## src/rtl/serial_addsub_pkg.sv

```systemverilog
// rtl/serial_addsub_pkg.sv - shared constants and helpers for the bit-serial adder/subtractor
// Contents:
//   state_t      FSM state type (1 bit)
//   STATE_IDLE   waiting for start
//   STATE_RUN    shifting operands through the full-adder cell
//   W_MIN/W_MAX  legal operand width range
//   cnt_width()  width of the bit counter for a given operand width
package serial_addsub_pkg;

  typedef logic state_t;

  localparam state_t STATE_IDLE = 1'b0;
  localparam state_t STATE_RUN  = 1'b1;

  localparam int W_MIN = 2;
  localparam int W_MAX = 32;

  // Counter must be able to hold W itself, hence w+1.
  function automatic int cnt_width(input int w);
    return $clog2(w + 1);
  endfunction

endpackage

```

## src/rtl/serial_addsub_fa_cell.sv

```systemverilog
// rtl/serial_addsub_fa_cell.sv - single gate-level full-adder cell
// Ports:
//   x, y  in   operand bits
//   cin   in   carry in
//   s     out  sum bit
//   cout  out  carry out
module fa_cell (
  input  logic x,
  input  logic y,
  input  logic cin,
  output logic s,
  output logic cout
);

  logic xy_x;

  assign xy_x = x ^ y;
  assign s    = xy_x ^ cin;
  assign cout = (x & y) | (xy_x & cin);

endmodule

```

## src/rtl/serial_addsub.sv

```systemverilog
// rtl/serial_addsub.sv - bit-serial W-bit adder/subtractor with start/busy/done handshake
// Ports:
//   clk       in   rising-edge clock
//   rst_n     in   asynchronous active-low reset
//   start     in   request, sampled only while busy=0
//   sub       in   0: a+b, 1: a-b; sampled with start
//   a, b      in   W-bit operands; sampled with start
//   busy      out  operation in progress
//   done      out  one-cycle pulse, result valid from this cycle
//   sum       out  W-bit result, held until the next accepted start
//   cout      out  carry out of the MSB (subtract: 1 = no borrow)
//   overflow  out  signed overflow
module serial_addsub
  import serial_addsub_pkg::*;
#(
  parameter int W     = 8,
  parameter int CNT_W = cnt_width(W)
) (
  input  logic         clk,
  input  logic         rst_n,
  input  logic         start,
  input  logic         sub,
  input  logic [W-1:0] a,
  input  logic [W-1:0] b,
  output logic         busy,
  output logic         done,
  output logic [W-1:0] sum,
  output logic         cout,
  output logic         overflow
);

  if (W < W_MIN || W > W_MAX) begin : g_w_range
    $error("serial_addsub: W out of range");
  end

  state_t           state;
  logic [CNT_W-1:0] cnt;
  logic [W-1:0]     a_sr;
  logic [W-1:0]     b_sr;
  logic             carry;
  logic             fa_s;
  logic             fa_c;
  logic             last_bit;

  fa_cell u_fa (
    .x    (a_sr[0]),
    .y    (b_sr[0]),
    .cin  (carry),
    .s    (fa_s),
    .cout (fa_c)
  );

  assign busy     = (state == STATE_RUN);
  assign last_bit = (cnt == CNT_W'(W - 1));

  always_ff @(posedge clk or negedge rst_n) begin
    if (!rst_n) begin
      state    <= STATE_IDLE;
      cnt      <= '0;
      a_sr     <= '0;
      b_sr     <= '0;
      carry    <= 1'b0;
      sum      <= '0;
      cout     <= 1'b0;
      overflow <= 1'b0;
      done     <= 1'b0;
    end else begin
      done <= 1'b0;
      case (state)
        STATE_IDLE: begin
          if (start) begin
            // Subtraction is a + ~b + 1: the +1 enters as the initial carry.
            a_sr  <= a;
            b_sr  <= sub ? ~b : b;
            carry <= sub;
            cnt   <= '0;
            sum   <= '0;
            state <= STATE_RUN;
          end
        end
        default: begin
          // Result bits enter at the MSB so the LSB-first stream lands in place after W shifts.
          sum   <= {fa_s, sum[W-1:1]};
          a_sr  <= {1'b0, a_sr[W-1:1]};
          b_sr  <= {1'b0, b_sr[W-1:1]};
          carry <= fa_c;
          cnt   <= cnt + CNT_W'(1);
          if (last_bit) begin
            // carry still holds the carry into the MSB on this edge.
            cout     <= fa_c;
            overflow <= fa_c ^ carry;
            done     <= 1'b1;
            state    <= STATE_IDLE;
          end
        end
      endcase
    end
  end

endmodule

```

## config.mk

```make
export PLATFORM = sky130hd
export DESIGN_NAME = serial_addsub
export DESIGN_NICKNAME = d
export VERILOG_FILES = /design/src/rtl/serial_addsub_pkg.sv /design/src/rtl/serial_addsub_fa_cell.sv /design/src/rtl/serial_addsub.sv
export SDC_FILE = /design/constraint.sdc
export NUM_CORES = 1
export LEC_CHECK = 0
export CAP_MARGIN = 5
export CORE_ASPECT_RATIO = 1.4
export CORE_MARGIN = 4
export CORE_UTILIZATION = 44
export CTS_CLUSTER_DIAMETER = 150
export CTS_CLUSTER_SIZE = 14
export DETAILED_ROUTE_END_ITERATION = 8
export GPL_TIMING_DRIVEN = 1
export PLACE_DENSITY = 0.78
export SKIP_LAST_GASP = 1
export SLEW_MARGIN = 25
export SYNTH_ARGS = -nofsm -noshare
export SYNTH_HDL_FRONTEND = slang
export SYNTH_HIERARCHICAL = 1
export SYNTH_SLANG_ARGS = --single-unit
```

## constraint.sdc

```tcl
create_clock -name clk -period 1.1 [get_ports clk]
set_input_delay 0.22 -clock clk [delete_from_list [all_inputs] [get_ports clk]]
set_output_delay 0.22 -clock clk [all_outputs]
set_load 0.03 [all_outputs]
```

==> flow_summary.toml, run 1 <==
[status]
run_status = "complete, but fails checks"
violations = "negative setup slack"

[finish]
antennaDiodeCount = 0
layoutNonFillerInstCount = 232
area_overhead_of_the_layout_relative_to_synthesis_pct = 38.9
layout.cells.most_common_list = "dfrtp_1, buf_4, nand2_1"
final-seq-area_sq_um = 827
multi_input_area_sq_um = 662
final_nets = 213
layout.cells.most_common = "dfrtp_1"
drive_gt1_share_pct = 29.2
number_of_fillers_in_the_final_layout = 268

[sta]
rsz0062_at_grt = "true"
post-route-period-util_pct = 109
tightest_slew_ns = 0.236
relSlewSlack_pct = 84.2
fin_tns_setup_ns = -0.199
max_clock_freq_mhz = 833
hold_violations = 0
postLayoutSetupSlackWorst_ns = -0.100
slew_viol_final = 0
post-route-min-period_ns = 1.20
final.setup_skew_ns = 0.00496
finalSetupViolCount = 3

[placed_design]
port_buffer_cells = 31
place_worst_setup_slack_ns = -0.318
weighted_congestion_reported_at_the_end_of_routability_driven_placement = 0.760
dp_cells = 211
dpl.hpwl_um = 2200

[synth]
yosysWarningCount = 6
synthesis.area_per_instance_sq_um = 11.2
syn_nets = 159
syn_area_sq_um = 1530
sequential_share_of_the_synthesized_area_pct = 53.8
synth_seq_cells = 33
yosysUniqueCellTypes = 20
postSynthCellCount = 137

[cts]
max-clock-path-buffers = 2
ctsHoldBuffers = 0
cts_h_tree_lvls = 2
cts_buffers = 5
cts_tree = "built"
clkSlewWorstSetupHoldPaths_ns = 0.07
clockRootBuffer = "clkbuf_8"
tritoncts_num_sinks = 33
clock_insertion_delay_at_the_later_pin_of_the_skew_report_ns = 0.28

[critical_path]
critPathArrivalTime_ns = 1.38
crit_path_top_delay_cell = "fa_2"
setup.worst_path.end_class = "flop"
rr_startpoint = "a_sr[0]"
cp_max_fo = 2
timing.reg2reg.worst_path_depth = 2
timing_worst_setup_path_type = "reg2reg"
crit_path_max_cell_delay_ns = 0.46
critical_path.startpoint_type = "flop"
setup.reg_to_reg.worst_slack_ns = -0.10
setup.worst_path.start = "a_sr[0]"
worstReg2RegEnd = "sum[7]"
worstPathCellList = "fa_2 -> a22o_1"
timing.critical_path.required_ns = 1.28

[global_routing]
vias_in_the_first_global_route = 1205
number_of_antenna_violations_at_the_first_check_in_global_routing = 0
largest_net_degree_at_the_start_of_global_routing = 34
global_route.overflow_total = 0
grt_resource_usage_total_pct = 15.3
grt_first_pass_wirelength_um = 5250

[power]
p_leak_nw = 1.04
totalPowerFinal_w = 0.00551
power_density_normalized_to_cell_area_nw_per_um2 = 2580
power.ir.vdd_worst_v = 0.00147

[drt]
via_count = 1155
drt_iter0_drc = 35
remaining_drc_errors = 0
route.antenna.remaining_nets = 0
post_drt_wl_per_cell_um = 13.9
drt_pass1_iterations = 4
drt_wl_total_um = 3230
vias_per_cell = 4.98

[worst_hold_path]
timing.hold.worst.class = "in2async"

[floorplan]
dieWidth_um = 57.9
initial_utilization_pct = 45.4
die_y_um = 77.9
die-area_sq_um = 4510
placeableCoreArea_sq_um = 3380
num_io_pins = 32
placementRows = 25

[run]
maxCapViolCount = 0
-- worst max-delay path: cells and delay by family (launching register included) --
kind	cells	cell delay, ns
adder cells (fa/ha/maj)	1	0.46
AO/OA/AOI/OAI	1	0.22
flip-flops	1	0.42
-- stage by stage --
step | hold slack, ns | utilization [%] | cell area (sq um)
after floorplan | -0.0756 | - | 1540
after global placement | 0.465 | 56.4 | 1910
after detailed placement | 0.482 | 56.4 | 1910
after CTS | 0.307 | 60.5 | 2040
after global routing | 0.318 | 63.1 | 2130
final | 0.306 | 63.1 | 2130
-- power by group --
part,internal [W],switching [W],leakage (nW),total (W)
clock network,0.000438,0.000428,0.0450,0.000866
logic,0.00129,0.00132,0.561,0.00260
registers,0.00170,0.000335,0.431,0.00204
total,0.00343,0.00208,1.04,0.00551
-- state kept, by name (all words and copies together) (netlist names) --
signal and count:
a_sr 8, b_sr 8, busy 1, carry 1, cnt 4, cout 1, done 1, overflow 1
sum 8
-- routing by layer --
metal | global-route usage [%] | share of wire [%] | vias to the layer above
met5 | 0 | 0 | -
met4 | 7.66 | 1.1 | 0
met3 | 3.49 | 5.9 | 5
met2 | 26.9 | 53 | 26
met1 | 16.5 | 40 | 551
li1 | - | - | 573
-- layout make-up --
cell class                 instances  area share (%)
clock inverter                     2           0.470
sequential                        33            38.8
tap                               40            2.35
timing repair buffer              56            23.7
inverter                           1           0.176
multi-input combinational         94            31.1
clock buffer                       6            3.41
-- cell families (layout without fill, tap and decap cells) --
family	Yosys count	in the layout	share of synthesized area [%]
compound gates	28	28	11.1
buf+inv	10	65	5.22
mux	17	17	11.1
simple gates	36	36	10.4
xor+xnor	11	11	6.28
flops	33	33	53.8
fa+ha+maj	2	2	2.12
-- what timing repair did --
action                     CTS  global route
pin swaps                    3             6
buffers inserted             5             9
gates resized for setup      4            10
setup endpoints to repair    9            28
-- how the worst max path moves through the flow --
stage,to,slack (ns),cells after the start
after floorplan,sum[7],-0.05,2
after global placement,b_sr[1],-0.30,4
after detailed placement,carry,-0.32,4
after CTS,overflow,-0.10,3
after global routing,overflow,-0.14,3
final,sum[7],-0.10,2
-- Yosys cell counts --
cell type,instances,area (sq um)
nand4b_1,1,8.76
a22o_1,6,52.6
nand2_1,24,90.1
ha_1,1,12.5
inv_2,1,3.75
nand3_1,1,5.00
clkbuf_1,1,3.75
buf_4,3,22.5
dfrtp_1,33,826
o21ai_1,21,105
fa_1,1,20.0
xor2_1,8,70.1
buf_6,4,45.0
xnor2_1,3,26.3
a211oi_2,1,12.5
mux2i_1,17,170
nor2_2,1,6.26
nand2b_1,6,37.5
nor2_1,3,11.3
buf_2,1,5.00
Note: power is estimated with default switching activity, not from simulation.
==> inputs of run 2 (changes only) <==
--- a/config.mk
+++ b/config.mk
@@ -5,6 +5,7 @@
 export SDC_FILE = /design/constraint.sdc
 export NUM_CORES = 1
 export LEC_CHECK = 0
+export ABC_AREA = 1
 export CAP_MARGIN = 5
 export CORE_ASPECT_RATIO = 1.4
 export CORE_MARGIN = 4
==> flow_summary.toml, run 2 <==
[cts]
ctsHoldBuffers = 0
clkSlewWorstSetupHoldPaths_ns = 0.07
cts_buffers = 5
clockRootBuffer = "clkbuf_8"
clock_insertion_delay_at_the_later_pin_of_the_skew_report_ns = 0.29
max-clock-path-buffers = 2
cts_tree = "built"
tritoncts_num_sinks = 33
cts_h_tree_lvls = 2

[synth]
synthesis.area_per_instance_sq_um = 8.07
syn_area_sq_um = 1500
syn_nets = 208
synth-async-reset-ratio_pct = 100
postSynthCellCount = 186
yosysUniqueCellTypes = 16
synth_seq_cells = 33
synth_top_cells_by_count = "nand2_1, dfrtp_1, nand3_1"
synthTopCellsByArea = "dfrtp_1, nand2_1, nand3_1"
synth_edf_count = 0
sequential_share_of_the_synthesized_area_pct = 55.0
dominantRegCellSynth = "dfrtp_1"
yosysWarningCount = 6
synthDominantCellAreaShare_pct = 55.0
library_cell_with_the_largest_summed_area_after_synthesis = "dfrtp_1"
synthMostInstantiatedCell = "nand2_1"

[sta]
post-route-min-period_ns = 1.18
relSlewSlack_pct = 81.7
hold_violations = 0
finalSetupViolCount = 11
final.setup_skew_ns = 0.00659
postLayoutSetupSlackWorst_ns = -0.0806
post-route-period-util_pct = 107
max_clock_freq_mhz = 847
tightest_slew_ns = 0.275
slew_viol_final = 0
rsz0062_at_grt = "true"

[finish]
area_overhead_of_the_layout_relative_to_synthesis_pct = 48.0
finalInstanceArea_sq_um = 2220
antennaDiodeCount = 0
final_nets = 258
drive_gt1_share_pct = 30.0
number_of_fillers_in_the_final_layout = 266
layout.cells.most_common_list = "nand2_1, dfrtp_1, buf_4"
layoutNonFillerInstCount = 276
layout_top_registers = "a_sr x8, b_sr x8, sum x8"
layout.cells.most_common = "nand2_1"

[power]
power.clock.fraction_pct = 15.9
power.ir.vdd_worst_v = 0.00154
net-switching-power_w = 0.00222
power.combinational.fraction_pct = 47.7
p_leak_nw = 1.17
share_seq_of_total_power_pct = 36.4
power.internal_w = 0.00330
power_density_normalized_to_cell_area_nw_per_um2 = 2490
switching_share_pct = 40.2

[global_routing]
global_route.overflow_total = 0
number_of_antenna_violations_at_the_first_check_in_global_routing = 0
grt_first_pass_wirelength_um = 5680
grt_resource_usage_total_pct = 16.6
largest_net_degree_at_the_start_of_global_routing = 34
vias_in_the_first_global_route = 1312

[critical_path]
setup.worst_path.end_class = "flop"
critical_path.startpoint_type = "flop"
crit_path_max_cell_delay_ns = 0.42
worstPathCellList = "fa_2 -> xor2_1 -> nand2_1 -> nand2_1"
critical_path.most_common_cell = "nand2_1"
critPathArrivalTime_ns = 1.37
crit_path_top_delay_cell = "fa_2"
timing_worst_setup_path_type = "reg2reg"
cp_max_fo = 3
timing.critical_path.required_ns = 1.28

[placed_design]
dp_cells = 262
weighted_congestion_reported_at_the_end_of_routability_driven_placement = 0.815
placedInstanceArea_sq_um = 1910
dpl.hpwl_um = 2350
port_buffer_cells = 31

[drt]
via_count = 1381
route.antenna.remaining_nets = 0
vias_per_cell = 5.00
remaining_drc_errors = 0
drt_wl_total_um = 3670
drt_pass1_iterations = 4
post_drt_wl_per_cell_um = 13.3
drt_iter0_drc = 28

[run]
maxCapViolCount = 0

[floorplan]
placeableCoreArea_sq_um = 3180
die-area_sq_um = 4420
die_y_um = 77.1
initial_utilization_pct = 47.1
dieWidth_um = 57.4
placementRows = 24
num_io_pins = 32

[worst_hold_path]
timing.hold.worst.class = "in2async"

[status]
violations = "negative setup slack"
run_status = "complete, but fails checks"
[run 2: cell count changes in the layout (fill, tap and decap cells not counted), sizes merged, moves of 7 or more]
cell / change
inv: +19
mux2i: -17
nand2: +56
nand3: +21
o21ai: -18
xor2: -7
[run 2: final cells by class]
cell class	count	area [sq um]	share of cell area (%)
inverter	20	75.1	3.38
timing repair buffer	50	468	21.1
sequential	33	827	37.2
clock buffer	6	72.6	3.27
tap	39	48.8	2.20
multi-input combinational	126	719	32.4
clock inverter	2	10.0	0.451
[run 2: path summary, 6_finish.rpt]
path / start / cells after the start / to / slack (ns)
max in group asynchronous: rst_n / 2 / busy / 0.62
worst max-delay path: carry / 4 / overflow / -0.08
worst max register to register: carry / 4 / overflow / -0.08
worst min register to register: cnt[3] / 1 / done / 0.46
worst min-delay path: rst_n / 2 / sum[2] / 0.29
min in group clk: start / 3 / carry / 0.46
[run 2: logic make-up (layout without fill, tap and decap cells)]
logic type,count (synthesis),count (layout),share of synthesized area [%]
fa+ha+maj,2,2,2.17
compound gates,11,11,4.34
xor+xnor,1,1,0.584
simple gates,112,112,30.4
buf+inv,27,78,7.51
flops,33,33,55.0
[run 2: stage by stage]
| step | hold WS [ns] | setup slack (ns) | setup TNS [ns] | total power, W | utilization (%) |
|---|---|---|---|---|---|
| final | 0.293 | -0.0806 | -0.431 | 0.00552 | 69.8 |
| after global routing | 0.316 | -0.118 | -1.14 | 0.00590 | 69.8 |
| after CTS | 0.291 | -0.0799 | -0.234 | 0.00516 | 63.8 |
| after detailed placement | 0.457 | -0.220 | -4.96 | 0.00415 | 59.9 |
| after global placement | 0.448 | -0.201 | -4.49 | 0.00407 | 59.9 |
| after floorplan | -0.0756 | -0.0511 | -0.0601 | 0.00329 | - |
[run 2: what timing repair did]
item                       CTS  global route
pin swaps                    4            10
setup buffers                3             2
setup endpoints to repair    9            33
gates resized for setup      5            42
cloned                       1             0
hold endpoints to repair     0             0
[run 2: power by group through the flow]
stage	clock network, W	logic, W	registers [W]
after CTS	0.000903	0.00228	0.00197
after detailed placement	0	0.00215	0.00200
after floorplan	0	0.000990	0.00230
after global routing	0.000959	0.00286	0.00208
after global placement	0	0.00210	0.00197
final	0.000875	0.00263	0.00201
[run 2: critical path, delay by kind of cell, from the launching register on]
kind | cells | cell delay (ns)
xor+xnor | 1 | 0.15
fa+ha+maj | 1 | 0.42
flops | 1 | 0.40
simple gates | 2 | 0.10
[run 2: per-layer routing]
metal,part of all wire [%],vias up,wire (um),GRT usage (%)
li1,-,678,-,-
met1,41,658,1490,20.0
met2,53,35,1930,26.9
met3,4.1,10,152,5.55
met4,2.6,0,94,6.26
met5,0,-,0,0
==> inputs of run 3 (changes only) <==
--- a/config.mk
+++ b/config.mk
@@ -9,12 +9,12 @@
 export CAP_MARGIN = 5
 export CORE_ASPECT_RATIO = 1.4
 export CORE_MARGIN = 4
-export CORE_UTILIZATION = 44
+export CORE_UTILIZATION = 36
 export CTS_CLUSTER_DIAMETER = 150
 export CTS_CLUSTER_SIZE = 14
 export DETAILED_ROUTE_END_ITERATION = 8
 export GPL_TIMING_DRIVEN = 1
-export PLACE_DENSITY = 0.78
+export PLACE_DENSITY = 0.67
 export SKIP_LAST_GASP = 1
 export SLEW_MARGIN = 25
 export SYNTH_ARGS = -nofsm -noshare
==> flow_summary.toml, run 3 (synthesis gave the netlist of run 2 again) <==
[status]
run_status = "complete, but fails checks"
violations = "negative setup slack"

[sta]
rsz0062_at_grt = "true"
max_clock_freq_mhz = 839
tightest_slew_ns = 0.270
relSlewSlack_pct = 82.0
fin_tns_setup_ns = -1.24
postLayoutSetupSlackWorst_ns = -0.0917
post-route-period-util_pct = 108
post-route-min-period_ns = 1.19
final.setup_skew_ns = 0.00873
hold_violations = 0
slew_viol_final = 0
finalSetupViolCount = 29

[finish]
final-seq-area_sq_um = 827
number_of_fillers_in_the_final_layout = 397
area_overhead_of_the_layout_relative_to_synthesis_pct = 46.6
final_nets = 258
layout_top_registers = "a_sr x8, b_sr x8, sum x8"
multi_input_area_sq_um = 664
layout.cells.most_common_list = "nand2_1, dfrtp_1, buf_4"
layout.cells.most_common = "nand2_1"
antennaDiodeCount = 0
drive_gt1_share_pct = 26.3

[critical_path]
critical_path.startpoint_type = "flop"
rr_startpoint = "b_sr[0]"
cp_max_fo = 3
timing.critical_path.required_ns = 1.28
timing.reg2reg.worst_path_depth = 4
setup.worst_path.end_class = "flop"
setup.reg_to_reg.worst_slack_ns = -0.09
worstReg2RegEnd = "overflow"
timing_worst_setup_path_type = "reg2reg"
setup.worst_path.start = "b_sr[0]"
critPathArrivalTime_ns = 1.38

[power]
net-switching-power_w = 0.00215
power.internal_w = 0.00331
power.combinational.fraction_pct = 48.4
switching_share_pct = 39.4
share_seq_of_total_power_pct = 36.1
p_leak_nw = 1.18
power.ir.vdd_worst_v = 0.000872
power.clock.fraction_pct = 15.5
power_density_normalized_to_cell_area_nw_per_um2 = 2480

[floorplan]
dieWidth_um = 62.6
initial_utilization_pct = 37.6
placementRows = 27
die_y_um = 84.4
die-area_sq_um = 5280
num_io_pins = 32
placeableCoreArea_sq_um = 3990

[cts]
cts_buffers = 5
tritoncts_num_sinks = 33
ctsHoldBuffers = 0
cts_h_tree_lvls = 2
cts_tree = "built"
clkSlewWorstSetupHoldPaths_ns = 0.07
max-clock-path-buffers = 2
clock_insertion_delay_at_the_later_pin_of_the_skew_report_ns = 0.29
clockRootBuffer = "clkbuf_8"

[drt]
drt_wl_total_um = 3490
route.antenna.remaining_nets = 0
post_drt_wl_per_cell_um = 12.5
via_count = 1353
vias_per_cell = 4.85
remaining_drc_errors = 0
drt_iter0_drc = 54
drt_pass1_iterations = 4

[global_routing]
grt_resource_usage_total_pct = 13.9
number_of_antenna_violations_at_the_first_check_in_global_routing = 0
vias_in_the_first_global_route = 1313
global_route.overflow_total = 0
largest_net_degree_at_the_start_of_global_routing = 34
grt_first_pass_wirelength_um = 5840

[placed_design]
port_buffer_cells = 31
place_worst_setup_slack_ns = -0.249
dpl.hpwl_um = 2310
weighted_congestion_reported_at_the_end_of_routability_driven_placement = 0.814

[run]
maxCapViolCount = 0

[worst_hold_path]
timing.hold.worst.class = "in2async"
## run 3: changes by cell type in the layout (fill, tap and decap cells not counted), sizes merged
cell	previous run	this run
buf	31	30
clkbuf	6	7
clkinv	2	1
## run 3: power by group through the flow
| stage | logic [W] | registers [W] | clock network [W] |
|---|---|---|---|
| floorplan | 0.000990 | 0.00230 | 0 |
| global placement | 0.00214 | 0.00196 | 0 |
| detailed placement | 0.00218 | 0.00198 | 0 |
| CTS | 0.00234 | 0.00194 | 0.000873 |
| global route | 0.00292 | 0.00204 | 0.000908 |
| finish | 0.00265 | 0.00197 | 0.000847 |
## run 3: worst max-delay path by stage
stage / to / slack [ns] / cells after the start
final: overflow / -0.09 / 4
after global routing: sum[0] / -0.13 / 5
after CTS: sum[7] / -0.08 / 3
after detailed placement: carry / -0.25 / 5
after global placement: carry / -0.24 / 5
after floorplan: overflow / -0.05 / 4
## run 3: worst max-delay path, cell delays in order, from the launching register on
cell and delay [ns]:
dfrtp_1 0.41, fa_2 0.43, xor2_1 0.15, nand2_1 0.06, nand2_1 0.04
## run 3: routing by layer
layer	up-vias	wire length, um	GRT usage [%]
li1	674	-	-
met1	640	1480	16.1
met2	32	1760	22.9
met3	7	156	3.88
met4	0	93	8.23
met5	-	0	0
## run 3: final cells by class
cell class                      instances  area share, %
Clock inverter                          1          0.228
Tap cell                               43           2.45
Clock buffer                            6           3.30
Inverter                               20           3.41
Sequential cell                        33           37.6
Multi-Input combinational cell        126           30.2
Timing Repair Buffer                   50           22.8
## run 3: repair_timing
action / in CTS / in global routing
pin swaps: 3 / 12
setup endpoints to repair: 15 / 34
buffers inserted: 3 / 3
gates resized for setup: 7 / 35
cloned: 0 / 1
## run 3: per-stage QoR
stage	hold slack (ns)	cells	utilization (%)	power (W)	area, sq um
final	0.296	279	55.2	0.00546	2200
after detailed placement	0.452	265	48.1	0.00415	1920
after CTS	0.297	275	51.1	0.00515	2040
after global placement	0.446	265	48.1	0.00410	1920
after global routing	0.304	279	55.2	0.00586	2200
after floorplan	-0.0756	186	-	0.00329	1500
